## src/rtl/fetch_stage.sv

```systemverilog
`default_nettype none
// ============================================================================
// Module   : fetch_stage
// Purpose  : Instruction-fetch front end; owns the PC, drives the ROM address
//            and registers the fetched word into IF/ID. Misaligned or
//            out-of-window PCs drop the stage into a sticky fault.
// Revision : 1.0 - initial release
// ============================================================================
module fetch_stage #(
    parameter logic [31:0] RESET_PC  = 32'h0000_1000,
    parameter logic [31:0] ROM_BASE  = 32'h0000_1000,
    parameter logic [31:0] ROM_TOP   = 32'h0000_1FFF,
    parameter logic [31:0] NOP_INSTR = 32'h0000_0013
) (
    input  logic        clk,
    input  logic        rst,
    input  logic        stall,
    input  logic        redirect,
    input  logic [31:0] redirect_target,
    output logic [31:0] rom_addr,
    input  logic [31:0] rom_dout,
    output logic [31:0] id_instr,
    output logic [31:0] id_pc,
    output logic        id_valid,
    output logic        fetch_fault,
    output logic [31:0] fault_pc,
    output logic [31:0] fetch_count
);

    typedef enum logic [0:0] {
        ST_RUN   = 1'b0,
        ST_FAULT = 1'b1
    } state_t;

    localparam logic [31:0] c_LAST_PC = ROM_TOP - 32'd3;

    state_t      state_q, state_d;
    logic [31:0] pc_q, pc_d;
    logic [31:0] id_instr_q, id_instr_d;
    logic [31:0] id_pc_q, id_pc_d;
    logic        id_valid_q, id_valid_d;
    logic [31:0] fault_pc_q, fault_pc_d;
    logic [31:0] fetch_count_q, fetch_count_d;

    logic [32:0] w_pc_plus4;
    logic        w_seq_legal;
    logic        w_target_legal;

    function automatic logic is_legal(input logic [31:0] addr);
        return (addr[1:0] == 2'b00) && (addr >= ROM_BASE) && (addr <= c_LAST_PC);
    endfunction

    // A carry out of the 32-bit increment is treated as an illegal address.
    assign w_pc_plus4     = {1'b0, pc_q} + 33'd4;
    assign w_seq_legal    = !w_pc_plus4[32] && is_legal(w_pc_plus4[31:0]);
    assign w_target_legal = is_legal(redirect_target);

    always_comb begin
        state_d       = state_q;
        pc_d          = pc_q;
        id_instr_d    = id_instr_q;
        id_pc_d       = id_pc_q;
        id_valid_d    = id_valid_q;
        fault_pc_d    = fault_pc_q;
        fetch_count_d = fetch_count_q;

        case (state_q)
            ST_RUN: begin
                if (redirect) begin
                    id_instr_d = NOP_INSTR;
                    id_pc_d    = 32'd0;
                    id_valid_d = 1'b0;
                    if (w_target_legal) begin
                        pc_d = redirect_target;
                    end else begin
                        state_d    = ST_FAULT;
                        fault_pc_d = redirect_target;
                    end
                end else if (!stall) begin
                    id_instr_d    = rom_dout;
                    id_pc_d       = pc_q;
                    id_valid_d    = 1'b1;
                    fetch_count_d = fetch_count_q + 32'd1;
                    if (w_seq_legal) begin
                        pc_d = w_pc_plus4[31:0];
                    end else begin
                        state_d    = ST_FAULT;
                        fault_pc_d = w_pc_plus4[31:0];
                    end
                end
            end
            ST_FAULT: begin
                // Drain IF/ID; PC, fault address and count stay frozen until reset.
                id_instr_d = NOP_INSTR;
                id_pc_d    = 32'd0;
                id_valid_d = 1'b0;
            end
            default: begin
                state_d = ST_FAULT;
            end
        endcase
    end

    always_ff @(posedge clk) begin
        if (rst) begin
            state_q       <= ST_RUN;
            pc_q          <= RESET_PC;
            id_instr_q    <= NOP_INSTR;
            id_pc_q       <= 32'd0;
            id_valid_q    <= 1'b0;
            fault_pc_q    <= 32'd0;
            fetch_count_q <= 32'd0;
        end else begin
            state_q       <= state_d;
            pc_q          <= pc_d;
            id_instr_q    <= id_instr_d;
            id_pc_q       <= id_pc_d;
            id_valid_q    <= id_valid_d;
            fault_pc_q    <= fault_pc_d;
            fetch_count_q <= fetch_count_d;
        end
    end

    assign rom_addr    = pc_q;
    assign id_instr    = id_instr_q;
    assign id_pc       = id_pc_q;
    assign id_valid    = id_valid_q;
    assign fetch_fault = (state_q == ST_FAULT);
    assign fault_pc    = fault_pc_q;
    assign fetch_count = fetch_count_q;

endmodule
`default_nettype wire

```

## config.mk

```make
export PLATFORM = sky130hd
export DESIGN_NAME = fetch_stage
export DESIGN_NICKNAME = d
export VERILOG_FILES = /design/src/rtl/fetch_stage.sv
export SDC_FILE = /design/constraint.sdc
export NUM_CORES = 1
export LEC_CHECK = 0
export CAP_MARGIN = 20
export CORE_ASPECT_RATIO = 1.75
export CORE_MARGIN = 8
export CORE_UTILIZATION = 50
export DETAILED_ROUTE_END_ITERATION = 8
export HOLD_SLACK_MARGIN = 0.06
export PLACE_DENSITY = 0.86
export SKIP_CTS_REPAIR_TIMING = 1
export SYNTH_ARGS = -nofsm -noshare
export SYNTH_HDL_FRONTEND = slang
export SYNTH_SLANG_ARGS = --single-unit
```

## constraint.sdc

```tcl
create_clock -name clk -period 5.45 [get_ports clk]
set_input_delay 1.635 -clock clk [delete_from_list [all_inputs] [get_ports clk]]
set_output_delay 1.635 -clock clk [all_outputs]
set_load 0.1 [all_outputs]
```

# --- After elaboration in Yosys (flattened, before gate mapping) ---
# Cells that the tools add are included.
totals:
  register_bits: 162
  word_cells: 55
op_classes:
  add_sub_neg: 2
  magnitude_cmp: 4
  n_eq_ne: 5
  muxes: 22
  n_bitwise: 3
  n_reduce_logical: 12
op_table:
  columns: ["cell", "n"]
  rows:
  - ["$mux W32", 12]
  - ["$pmux W32 S2", 2]
  - ["$ge A32 B13 Y1 const B", 2]
  - ["$le A32 B13 Y1 const B", 2]
  - ["$add A32 B3 Y33 const B", 1]
  - ["$add A32 B1 Y32 const B", 1]
  - ["$reduce_and A4 Y1", 2]
  - ["$mux W1", 7]
  - ["$logic_and A1 B1 Y1", 5]
  - ["$logic_not A2 Y1", 2]
  - ["$ne A2 B1 Y1 const B", 2]
  - ["$ne A2 B2 Y1 const B", 2]
  - ["$ne A3 B3 Y1 const B", 1]
  - ["$not A1 Y1", 3]
  - ["$reduce_and A3 Y1", 1]
  - ["$pmux W1 S2", 1]
  - ["$reduce_bool A2 Y1", 1]
  - ["$logic_not A1 Y1", 1]

# --- Depth between registers and ports, before layout ---
logic_depth:
  word_depth: 9
  ltp_mapped: 11
  depth_no_buf: 9

# --- Least setup slack after synthesis ---
# Ideal clock, no wire load.
synth_path:
  path_type: "input to register"
  startpoint: "input stall"
  endpoint: "register fetch_count_q[28] (netlist: fetch_count[28])"
  t_arrival_ns: 3.827
  t_required_ns: 5.383
  setup_slack_ns: 1.556
  path_stages: 10
  path_buffers: 2
  cell_sequence: "clkbuf_1 nor3_1 nand3_1 or3_1 clkbuf_1 or2_2 nor3_1 nand3_1 xor2_1 nor2_1"
synth_between:
  elab_chain_len: 2
synth_rtl:
  columns: ["element", "line_no", "source"]
  rows:
  - ["start: declaration", "17", "input logic stall,"]
  - ["$not A1 Y1 (no line)", null, null]
  - ["$reduce_and A3 Y1 (no line)", null, null]
  - ["end signal: assignment", "120", "fetch_count_q <= fetch_count_d;"]
  - ["end: declaration", "43", "logic [31:0] fetch_count_q, fetch_count_d;"]
# No other way between the ends.
# A chain may end at the register's enable or synchronous reset.

# --- Worst setup path after layout ---
layout_path:
  startpoint: "register pc_q[2] (netlist: rom_addr[2])"
  endpoint: "register fault_pc_q[24] (netlist: fault_pc[24])"
layout_between:
  elab_chain_len: 7
  word_cells_on_any_way: 12
layout_rtl:
  columns: ["element", "line_no", "source"]
  rows:
  - ["start: declaration", "38", "logic [31:0] pc_q, pc_d;"]
  - ["start signal: assignment", "115", "pc_q <= pc_d;"]
  - ["$add A32 B3 Y33 *", "54", "assign w_pc_plus4 = {1'b0, pc_q} + 33'd4;"]
  - ["$ge A32 B13 Y1", "50", "return (addr[1:0] == 2'b00) && (addr >= ROM_BASE) && (addr <= c_LAST_PC);"]
  - ["$logic_and A1 B1 Y1 (2 in series)", "50", null]
  - ["$logic_and A1 B1 Y1", "55", "assign w_seq_legal = !w_pc_plus4[32] && is_legal(w_pc_plus4[31:0]);"]
  - ["$ne A2 B2 Y1 (no line)", null, null]
  - ["$reduce_and A4 Y1 (no line)", null, null]
  - ["end signal: assignment", "119", "fault_pc_q <= fault_pc_d;"]
  - ["end: declaration", "42", "logic [31:0] fault_pc_q, fault_pc_d;"]
# Every way passes the cells marked *; elsewhere a longest branch is shown, timed or not. The select of a mux whose other input is x is not followed.

==> results.md <==
- Outcome: complete, no violations
- Average cell area after synthesis: approximately 8.7 µm²
- Crit. End Element: register
- Gpl congestion: 0.8829
- Crit path max fanout: 24
- CTS tree: done
- Crit Path Category: reg2reg
- Post-Syn Nets: 876
- Initial Utilization: 50.89%
- First-pass GRT wire length: around 35 mm
- Switch share: 29.09%
- Hold WS: around 0.48 ns
- Bufs on Longest Clock Path: 2
- CTS sink count: between 150 and 200
- Worst Skew: about 0.012 ns
- # DRC: 0
- Initial antenna violation count: 0
- Max Freq: approximately 0.25 GHz
- Grt ovf: 0
- Minimum clock period: between 3 and 4 ns
- Dominant synthesized flop cell: dfxtp_1
- Total leakage power: about 0.0036 µW
- Core Region: 13760 µm²
- CP required: 5.76 ns
- Seq cells post-synth: 162
- DIE AREA: 18200 µm²
- Pint: ~2000 µW
- Switching Power: 828.7 µW
- Leading area contributor after synthesis: dfxtp_1
- Skew-Pair Late Insertion Delay: 0.42 ns
- Final setup fails: 0
- I/O Pins: 230
- Root Buffer: clkbuf_16
- Htree depth: 4
- Synth warn: 0
- Synthesized cell area: between 7000 and 8000 µm²
- Num CTS Buffers: 17
- Relative slew margins: about a quarter
- Crit path launch type: register
- Fin Setup TNS: 0 ns
- Port bufs: between 200 and 250
- Fillers: slightly above 1k
- DP HPWL: 16.93 mm
- Clock power frac: between 40% and 50%
- Worst min path class: reg2reg
- CTS clk-pin slew, worst paths: 0.06 ns
- Layout cells sized above 1: 5.154%
- Final ANT Viol Nets: 0
- Syn Inst Count: just over 800
- Die Wd: 105.5 µm
- Fin. Hold Viols: 0
- Worst Tran Pin Value: around 1.1 ns
- # diodes: 0
- Largest net degree at the start of global routing: 97
- Final wirelength: between 20 and 25 mm
- Post-synth top area share: a little under half
- Nets@finish: between 1k and 1.5k
- Post-DR wirelength/cell: 19.43 µm
- Vias in the first global route: 6534
- DR pass1 iterations: 5
- Fin util: roughly 72%
- Overall power: 2849 µW
- RSZ-0062 raised after global routing: no
- PD cells: 287.3 nW/µm²
- Final Max Tran Viols: 0
- Top cells by area, synth: dfxtp_1 46%, a22oi_1 6.5%, nor2_1 6.5%, mux2i_1 5.3%, xor2_1 4.0%
- Post-synthesis sequential area ratio: between 40 and 50%
- Total GRT Usage: 24.48%
- Initial DRC count: about 400
- Rows: 57
- VDD IR max: 0.0002615 V
- Die Y: between 150 and 200 µm
- Ys async rst share: 0%
- Vias/cell: between 5 and 6
- Comb power frac: 14.4%
- Worst EP arrival: around 4.3 ns
- Max-cap violations: 0
- Post-synth EDFFs: 0
- Reg power frac: a little over two fifths
- Vias: 6644
- Layout area overhead: 41.55%
- Crit share post-route: 73.25%
- Netlist cell types: between 50 and 60
[layout make-up]
class | instances | area, µm² | share of cell area [%]
Multi-Input combinational cell | 572 | 3486 | 35.16
Sequential cell | 162 | 3243 | 32.71
Timing Repair Buffer | 236 | 2337 | 23.57
Clock buffer | 17 | 425.4 | 4.291
Tap cell | 177 | 221.5 | 2.234
Clock inverter | 14 | 171.4 | 1.729
Inverter | 8 | 30.03 | 0.3029
[placed cells by master (no fill, tap or decap), types with 4 or more instances in the layout]
master,count
and3_1,4
or4_1,4
and2_1,26
o21ai_0,41
nor3_1,14
nand3_1,34
a21oi_1,13
dfxtp_1,162
nand2_1,71
clkinv_4,4
xor2_1,32
nand4_1,14
and4_1,9
a22oi_1,61
a31o_2,4
buf_4,8
mux2i_1,37
nor2_1,122
clkdlybuf4s50_1,227
nor4_1,12
or3_1,8
xnor2_1,20
inv_1,8
clkbuf_16,17
inv_6,4
[registers in the layout, summed over array words and instances (netlist names)]
register / cells
fault_pc: 32
fetch_count: 32
fetch_fault: 1
id_instr: 32
id_pc: 32
id_valid: 1
rom_addr: 32
[worst max-delay path, cell delays in order (launching register included)]
cell      delay (ns)
dfxtp_1         0.56
ha_1            0.39
nand4_2         0.32
nor4_1          0.55
mux2i_1         0.17
nor4_1          0.30
nand4b_1        0.23
o211ai_4        0.56
buf_4           0.43
nor3_1          0.11
a31o_2          0.25
[Yosys cell counts (4+ instances only)]
library cell	instances
nor2_1	122
a22oi_1	61
o21ai_0	41
nor4_1	12
a21oi_1	13
nand4_1	14
and3_1	4
nand3_1	34
or3_1	8
buf_2	15
and4_1	9
nand2_1	71
or4_1	4
xor2_1	32
a31o_2	4
clkbuf_1	43
xnor2_1	20
and2_1	26
nor3_1	15
dfxtp_1	162
mux2i_1	37
inv_1	8
[worst paths after layout]
check	startpoint	endpoint	slack [ns]	cells past startpoint
min reg2reg	fault_pc[19]	fault_pc[19]	0.48	1
max reg2reg	rom_addr[2]	fault_pc[24]	1.46	10
max	rom_addr[2]	fault_pc[24]	1.46	10
min	fault_pc[19]	fault_pc[19]	0.48	1
[power groups by stage]
stage | Combinational [µW] | Sequential [µW] | Clock (µW)
2_1_floorplan | 108 | 1420 | 0
3_3_place_gp | 405 | 1260 | 0
3_5_place_dp | 409 | 1260 | 0
4_1_cts | 411 | 1230 | 1230
5_1_grt | 428 | 1230 | 1270
6_report | 409 | 1230 | 1210
[per-stage QoR]
stage / cells / worst slack [ns] / cell area [µm²]
final: 1186 / 1.458 / 9915
after global routing: 1186 / 1.189 / 9915
after CTS: 1186 / 1.462 / 9915
after detailed placement: 1155 / 1.065 / 9318
after global placement: 1154 / 1.158 / 9310
after floorplan: 805 / 1.556 / 7004
[logic make-up (layout without fill, tap and decap cells)]
kind of cell               after synthesis  in the layout  synth area share [%]
and+or+nand+nor                        337            337                 23.49
DFF                                    162            162                 46.30
AOI/OAI and AO/OA                      143            143                 13.68
buffers and inverters                   71            275                 4.198
xor gates and xnor gates                52             52                 6.502
muxes                                   37             37                 5.288
adders and majority gates                3              3                0.5360
[routing by layer]
layer | routed length, µm | up-vias | global-route usage, %
li1 | - | 3199 | -
met1 | 8322 | 3149 | 24.81
met2 | 11970 | 243 | 43.62
met3 | 1582 | 53 | 6.217
met4 | 1168 | 0 | 14.66
met5 | 0 | - | 0
No activity file was read; power rests on OpenSTA's default activity.
